<file path="src/rtl/engine_result_collector_if.sv">
// Engine-side handshake bundle: request lines, one-hot grant, shared result bus.
interface engine_result_collector_if #(
  parameter int NUM_ENGINES = 4,
  parameter int X_W         = 10,
  parameter int Y_W         = 9,
  parameter int ITR_W       = 8
);
  logic [NUM_ENGINES-1:0]       engine_req;
  logic [NUM_ENGINES-1:0]       req_ack;
  logic [X_W+Y_W+ITR_W-1:0]     engine_word;

  // engines drive requests and the word; the collector drives the grant
  modport master (output engine_req, output engine_word, input req_ack);
  modport slave  (input engine_req, input engine_word, output req_ack);
endinterface

</file>
<file path="src/rtl/engine_result_collector.sv">
// Round-robin collector of engine pixel results into the frame RAM.
// One engine is granted at a time; its {x, y, itr} word is captured one
// cycle after the grant and turned into a single RAM write at x + y*H_RES.
module engine_result_collector #(
  parameter int NUM_ENGINES = 4,
  parameter int X_W         = 10,
  parameter int Y_W         = 9,
  parameter int ITR_W       = 8,
  parameter int H_RES       = 640,
  parameter int V_RES       = 480,
  parameter int ADDR_W      = 19,
  parameter int CNT_W       = 19
) (
  input  logic                  clk_iCLK,
  input  logic                  reset_n,
  engine_result_collector_if.slave eng,
  output logic [ADDR_W-1:0]     address_iADDR,
  output logic [ITR_W-1:0]      writedata_iDATA,
  output logic                  write_iWR_en,
  input  logic                  frame_clr,
  output logic                  frame_done,
  output logic [CNT_W-1:0]      pix_count,
  output logic                  oob_err,
  output logic                  busy
);
  localparam int IDX_W = (NUM_ENGINES > 1) ? $clog2(NUM_ENGINES) : 1;
  localparam logic [CNT_W-1:0] PIX_MAX = CNT_W'(H_RES * V_RES);

  typedef enum logic [1:0] {IDLE, GRANT, WRITE, RELEASE} state_t;

  state_t           state;
  logic [IDX_W-1:0] ptr;
  logic [IDX_W-1:0] winner;
  logic [IDX_W-1:0] pick;
  logic [IDX_W-1:0] pick_nxt;
  logic             any_req;

  logic [X_W-1:0]   wx;
  logic [Y_W-1:0]   wy;
  logic [ITR_W-1:0] witr;
  logic             in_range;
  logic [ADDR_W-1:0] lin_addr;

  assign {wx, wy, witr} = eng.engine_word;
  assign in_range = (int'(wx) < H_RES) && (int'(wy) < V_RES);
  // legal coordinates always fit in ADDR_W, so computing at that width is exact
  assign lin_addr = ADDR_W'(wx) + ADDR_W'(wy) * ADDR_W'(H_RES);

  assign busy       = (state != IDLE);
  assign frame_done = (pix_count == PIX_MAX);

  // round-robin pick: first requester at or after ptr; scan runs from the far
  // end backwards so the nearest offset overwrites the others
  always_comb begin
    int               j;
    logic [IDX_W-1:0] jj;
    pick    = ptr;
    any_req = 1'b0;
    j       = 0;
    jj      = '0;
    for (int i = NUM_ENGINES - 1; i >= 0; i--) begin
      j = int'(ptr) + i;
      if (j >= NUM_ENGINES) j = j - NUM_ENGINES;
      jj = IDX_W'(j);
      if (eng.engine_req[jj]) begin
        pick    = jj;
        any_req = 1'b1;
      end
    end
    pick_nxt = (pick == IDX_W'(NUM_ENGINES - 1)) ? '0 : pick + 1'b1;
  end

  // handshake FSM: grant, capture word, single-cycle write, wait for release
  always_ff @(posedge clk_iCLK or negedge reset_n) begin
    if (!reset_n) begin
      state           <= IDLE;
      ptr             <= '0;
      winner          <= '0;
      eng.req_ack     <= '0;
      write_iWR_en    <= 1'b0;
      address_iADDR   <= '0;
      writedata_iDATA <= '0;
      oob_err         <= 1'b0;
    end else begin
      // clear first so a same-cycle out-of-range capture still sets the flag
      if (frame_clr) oob_err <= 1'b0;
      case (state)
        IDLE: begin
          if (any_req) begin
            eng.req_ack <= NUM_ENGINES'(1) << pick;
            winner      <= pick;
            ptr         <= pick_nxt;
            state       <= GRANT;
          end
        end
        GRANT: begin
          eng.req_ack <= '0;
          if (in_range) begin
            address_iADDR   <= lin_addr;
            writedata_iDATA <= witr;
            write_iWR_en    <= 1'b1;
          end else begin
            oob_err <= 1'b1;
          end
          state <= WRITE;
        end
        WRITE: begin
          // address/data deliberately held to give the RAM hold margin
          write_iWR_en <= 1'b0;
          state        <= RELEASE;
        end
        RELEASE: begin
          // other requesters wait; a stuck engine stalls here by design
          if (!eng.engine_req[winner]) state <= IDLE;
        end
        default: state <= IDLE;
      endcase
    end
  end

  // pixels written since the last frame clear, saturating at a full frame
  always_ff @(posedge clk_iCLK or negedge reset_n) begin
    if (!reset_n) begin
      pix_count <= '0;
    end else if (frame_clr) begin
      pix_count <= write_iWR_en ? CNT_W'(1) : '0;
    end else if (write_iWR_en && (pix_count != PIX_MAX)) begin
      pix_count <= pix_count + 1'b1;
    end
  end
endmodule

</file>
<file path="src/flat_wrapper.sv">
// flat-port wrapper written by rule: the top's interface ports become plain ports
module engine_result_collector_flat 
#(
  parameter int NUM_ENGINES = 4,
  parameter int X_W         = 10,
  parameter int Y_W         = 9,
  parameter int ITR_W       = 8,
  parameter int H_RES       = 640,
  parameter int V_RES       = 480,
  parameter int ADDR_W      = 19,
  parameter int CNT_W       = 19
)
  (clk_iCLK, reset_n, address_iADDR, writedata_iDATA, write_iWR_en, frame_clr, frame_done, pix_count, oob_err, busy, eng_engine_req, eng_engine_word, eng_req_ack);
  engine_result_collector_if #(.NUM_ENGINES(NUM_ENGINES), .X_W(X_W), .Y_W(Y_W), .ITR_W(ITR_W)) eng_i ();
  input  logic clk_iCLK;
  input  logic reset_n;
  output logic [ADDR_W-1:0] address_iADDR;
  output logic [ITR_W-1:0] writedata_iDATA;
  output logic write_iWR_en;
  input  logic frame_clr;
  output logic frame_done;
  output logic [CNT_W-1:0] pix_count;
  output logic oob_err;
  output logic busy;
  input wire logic [$bits(eng_i.engine_req)-1:0] eng_engine_req;
  input wire logic [$bits(eng_i.engine_word)-1:0] eng_engine_word;
  output wire logic [$bits(eng_i.req_ack)-1:0] eng_req_ack;
  assign eng_i.engine_req = eng_engine_req;
  assign eng_i.engine_word = eng_engine_word;
  assign eng_req_ack = eng_i.req_ack;
  engine_result_collector #(.NUM_ENGINES(NUM_ENGINES), .X_W(X_W), .Y_W(Y_W), .ITR_W(ITR_W), .H_RES(H_RES), .V_RES(V_RES), .ADDR_W(ADDR_W), .CNT_W(CNT_W)) u_core (.clk_iCLK(clk_iCLK), .reset_n(reset_n), .eng(eng_i), .address_iADDR(address_iADDR), .writedata_iDATA(writedata_iDATA), .write_iWR_en(write_iWR_en), .frame_clr(frame_clr), .frame_done(frame_done), .pix_count(pix_count), .oob_err(oob_err), .busy(busy));
endmodule
</file>
<file path="config.mk">
export PLATFORM = sky130hd
export DESIGN_NAME = engine_result_collector_flat
export DESIGN_NICKNAME = d
export VERILOG_FILES = /design/src/rtl/engine_result_collector_if.sv /design/src/rtl/engine_result_collector.sv /design/src/flat_wrapper.sv
export SDC_FILE = /design/constraint.sdc
export NUM_CORES = 1
export LEC_CHECK = 0
export CORE_UTILIZATION = 40
export DETAILED_ROUTE_END_ITERATION = 7
export GPL_TIMING_DRIVEN = 0
export PLACE_DENSITY = 0.68
export SYNTH_ARGS = -nofsm -noshare
export SYNTH_HDL_FRONTEND = slang
export SYNTH_SLANG_ARGS = --single-unit
</file>
<file path="constraint.sdc">
create_clock -name clk_iCLK -period 3.02 [get_ports clk_iCLK]
set_clock_uncertainty 0.2 [all_clocks]
set_input_delay 0.604 -clock clk_iCLK [delete_from_list [all_inputs] [get_ports clk_iCLK]]
set_output_delay 0.604 -clock clk_iCLK [all_outputs]
set_load 0.005 [all_outputs]
</file>
### After elaboration in Yosys (flattened, before gate mapping)

Cells that the tools add are included.
Widths: inputs -> output; s select.

* $lt $le $gt $ge: 11
* add/sub/neg operators: 10
* mux-type cells: 36
* bitwise gates (word level): 0
* multipliers: 1
* div/mod/pow operators: 0
* shifts and indexed selects: 1
* reductions and logical operators: 12
* equality and inequality tests: 9

Operators by type and width (number)
* $mux 19: 2
* $mux 2: 11
* $add 10x19->19: 1
* $add 19x1->19 const B: 1
* $eq 19x19->1 const B: 1
* $ne 19x19->1 const B: 1
* $lt 2x3->1 const B: 5
* $mux 1: 14
* $mul 9x3->12 const B: 1
* $bmux 1 s2: 5
* $lt 10x10->1 const B: 1
* $reduce_and 2->1: 5
* $ge 3x3->1 const B: 3
* $lt 9x9->1 const B: 1
* $pmux 2 s4: 1
* $pmux 4 s2: 1
* $reduce_bool 2->1: 4
* $sub 2x1->2 const B: 4
* $add 2x2->3 const B: 2
* $eq 2x2->1 const B: 3
* $mux 4: 1
* $ne 2x1->1 const B: 2
* $shl 1x2->4 const A: 1
* $add 2x1->3 const B: 1
* other kinds (7): 8

* word-level logic and storage cells: 89
* RAM bits: 0
* memories kept: 0
* bits in latches: 0
* memory bits (read-only): 0
* output and inout port bits: 54
* bits in registers: 58

### Longest topological paths before layout

* depth in word-level cells: 12
* mapped depth: 9
* mapped depth without buffers: 9

### Least setup slack after synthesis

OpenSTA, ideal clock, no wires.

* path type: input-to-reg
* start point: input port eng_engine_word[9]
* end point: register u_core.address_iADDR[18]
* path slack: -0.084 ns
* data arrival time: 2.824 ns
* stages: 8
* data required time: 2.740 ns
* path through: ha_1 > ha_1 > fa_1 > a211oi_1 > o21ai_1 > a221oi_4 > or4b_1 > o211ai_2

* word-level cells in the longest chain between the ends: 3
* elaborated cells between the ends (all ways): 5

Ends and longest elaborated chain
* start: declaration: RTL line flat_wrapper.sv:26 `input wire logic [$bits(eng_i.engine_word)-1:0] eng_engine_word;`
* parallel branches: the longest is 3 deep, another holds $add 10x19->19
* end signal: assignment: RTL line engine_result_collector.sv:99 `address_iADDR <= lin_addr;`
* end: declaration: RTL line engine_result_collector.sv:17 `output logic [ADDR_W-1:0] address_iADDR,`

Several ways; the timed one is not identified.
A chain may end at the register's enable or synchronous reset.

### Worst setup path after layout

Same ends and word-level chain as after synthesis.

==> reports/metrics.cfg <==
[cts]
cts-htree-levels=3
cts.reportedPaths.clkPinSlew_ns=0.07
cts_tree=built
numCtsBuffers=9
cts-root-buf=clkbuf_8
cts.sinks=58
clock_path_buffers=2
insertion_delay_ns=0.32
hold_buffers=0

[floorplan]
rows=33
pin_count=88
die-area_sq_um=8860
start_util_pct=41.3
coreArea_sq_um=8220
die_w_um=94.1
die_h_um=94.1

[critical_path]
critPathMaxStageDelay_ns=0.54
critPathMaxFanout=3
reg2reg_depth=5
critPathArrivalTime_ns=3.04
r2r-end=u_core.address_iADDR[15]
cpMaxStageDelayCell=or4b_4
crit_required_ns=3.07
crit_path_cell_trace=dlygate4sd2_1, ha_4, ha_4, fa_2, a211oi_2, nor2_1, nor2_2, nand4_2, or4b_4, o211ai_2
cpMostUsedCell=ha_4
r2r-start=u_core.state[1]
end_kind=flip-flop
rrSetupSlack_ns=0.75
worstSetupPathType=input port to flip-flop
start_kind=input port

[power]
intPower_w=0.00230
p_leak_nw=2.06
clkPwrFrac_pct=19.9
seqPwrFrac_pct=36.4
power_switching_share_pct=32.7
power_density_nw_per_um2=711
p_sw_w=0.00112
max-vdd-ir-drop_uv=291
p_comb_share_pct=43.6

[timing]
finalMaxSlewViolations=0
hold_ws_ns=0.0722
fin_ws_ns=0.0281
hold_viol=0
worst_slew_pin_slew_ns=1.01
min_period_over_period_pct=99.1
fin_crit_ns=2.99
finalSetupViolCount=0
max_slew_margin_pct=31.7
fmax_mhz=334

[detailed_routing]
wl_per_cell_um=14.0
drt_iter0_drc=90
vias=2866
drt-total-wl_um=7700
drtPass1Iterations=4
ant_nets=0
via_per_inst=5.22
drcViolationCount=0

[place]
place_congestion=0.822
hpwl_um=5740
io_buffers=87
place_ws_ns=-0.631

[layout]
fin_nets=503
area_delta_synth_final_pct=41.7
final_common_cell=clkdlybuf4s50_1
diodes=0
final_cell_mix=clkdlybuf4s50_1, dfrtp_1, nand2_1, o21ai_0, nor2_1
drive_gt1_share_pct=17.6

[synth]
synth_cell_types=48
syn_area_sq_um=3390
synth_cells=333
yosysSeqAreaShare_pct=42.8
async_flop_share_pct=100
synth_flop_cell=dfrtp_1
synth-edff-count=0
ys_warn_count=0
synth_nets=397
syn_avg_cell_area_sq_um=10.2
synth-seq-cells=58

[job]
drv_cap=0

[global_route]
grt_pass1_wl_um=12700
antenna_found_initial=0
grt_pass1_vias=2674
grt_remaining_overflow=0
track_usage_pct=18.6
grt_max_degree=35

[outcome]
status=completed

[min_path]
holdCritPathClass=input port to async pin

[how the worst max path moves through the flow]
stage / from / endpoint / depth (start not counted)
2_1_floorplan: eng_engine_word[9] / u_core.address_iADDR[18] / 8
6_report: eng_engine_word[9] / u_core.address_iADDR[18] / 10
4_1_cts: eng_engine_word[12] / u_core.address_iADDR[18] / 9
5_1_grt: eng_engine_word[11] / u_core.address_iADDR[18] / 10
3_5_place_dp: eng_engine_word[9] / u_core.address_iADDR[18] / 10
3_3_place_gp: reset_n / u_core.writedata_iDATA[2] / 1
[cell type report]
class | instances | area, sq um
tap | 105 | 131
buffer | 5 | 18.8
timing repair buffer | 95 | 941
clock inverter | 6 | 57.6
sequential | 58 | 1450
clock buffer | 10 | 128
multi-input combinational | 249 | 2000
inverter | 21 | 78.8
fill | 691 | 3410
[cells in the mapped netlist (3+ instances only)]
cell / count / area share (%)
dfrtp_1: 58 / 43
nand2_1: 34 / 3.8
o21ai_0: 30 / 4.4
ha_1: 28 / 10
nor2_1: 25 / 2.8
inv_1: 21 / 2.3
mux2_2: 20 / 6.6
xor2_1: 16 / 4.1
a21oi_1: 13 / 1.9
nand4_1: 7 / 1.3
xnor2_1: 7 / 1.8
a22oi_1: 6 / 1.3
nand3_1: 6 / 0.88
or3_1: 6 / 1.1
clkbuf_1: 5 / 0.55
nor3_1: 5 / 0.74
nor2b_1: 4 / 0.74
o22ai_1: 4 / 0.74
and3_1: 3 / 0.55
[flip-flops by register name, indices dropped and copies added, names as in the netlist]
register	cells
u_core.winner	2
u_core.oob_err	1
u_core.ptr	2
u_core.write_iWR_en	1
u_core.state	2
u_core.eng.req_ack	4
u_core.address_iADDR	19
u_core.writedata_iDATA	8
u_core.pix_count	19
[per-stage QoR]
step | utilization, % | TNS, ns | power, W | area [sq um] | cells
floorplan | - | 0 | 0.00194 | 3400 | 333
global placement | 53.6 | -45.16 | 0.00263 | 4400 | 525
detailed placement | 53.8 | -3.12 | 0.00267 | 4420 | 526
CTS | 57.2 | -0.00294 | 0.00340 | 4700 | 546
global route | 58.5 | -0.0201 | 0.00368 | 4810 | 549
finish | 58.5 | 0 | 0.00342 | 4810 | 549
[critical path: cells and delay by family]
kind | cells | cell delay, ns
simple gates | 4 | 0.97
buf+inv | 1 | 0.29
fa+ha+maj | 3 | 0.84
compound gates | 2 | 0.34
[timing repair]
item,4_1_cts,5_1_grt
pin swaps,8,4
gates resized for setup,17,14
setup endpoints to repair,5,4
buffers inserted,4,3
[power by group through the flow]
| stage | Sequential [W] | Clock (W) | Combinational, W |
|---|---|---|---|
| global placement | 0.00124 | 0 | 0.00138 |
| floorplan | 0.00124 | 0 | 0.000698 |
| finish | 0.00125 | 0.000681 | 0.00149 |
| CTS | 0.00124 | 0.000706 | 0.00145 |
| detailed placement | 0.00125 | 0 | 0.00142 |
| global route | 0.00128 | 0.000759 | 0.00164 |
[layer usage]
metal	vias up	global-route usage, %	part of all wire, %
met1	1380	23.7	44
met3	6	5.50	5.4
li1	1381	-	-
met5	-	0	0
met2	99	30.4	50
met4	0	5.38	0.62
[logic make-up (layout without fill, tap and decap cells)]
group           Yosys count  after routing  share of synthesized area, %
fa+ha+maj                30             30                          11.5
simple gates            106            106                          16.2
flops                    58             58                          42.8
buf+inv                  26            137                          2.88
compound gates           67             67                          12.6
xor+xnor                 24             24                          6.42
mux                      22             22                          7.60
Note: power is estimated with default switching activity, not from simulation.
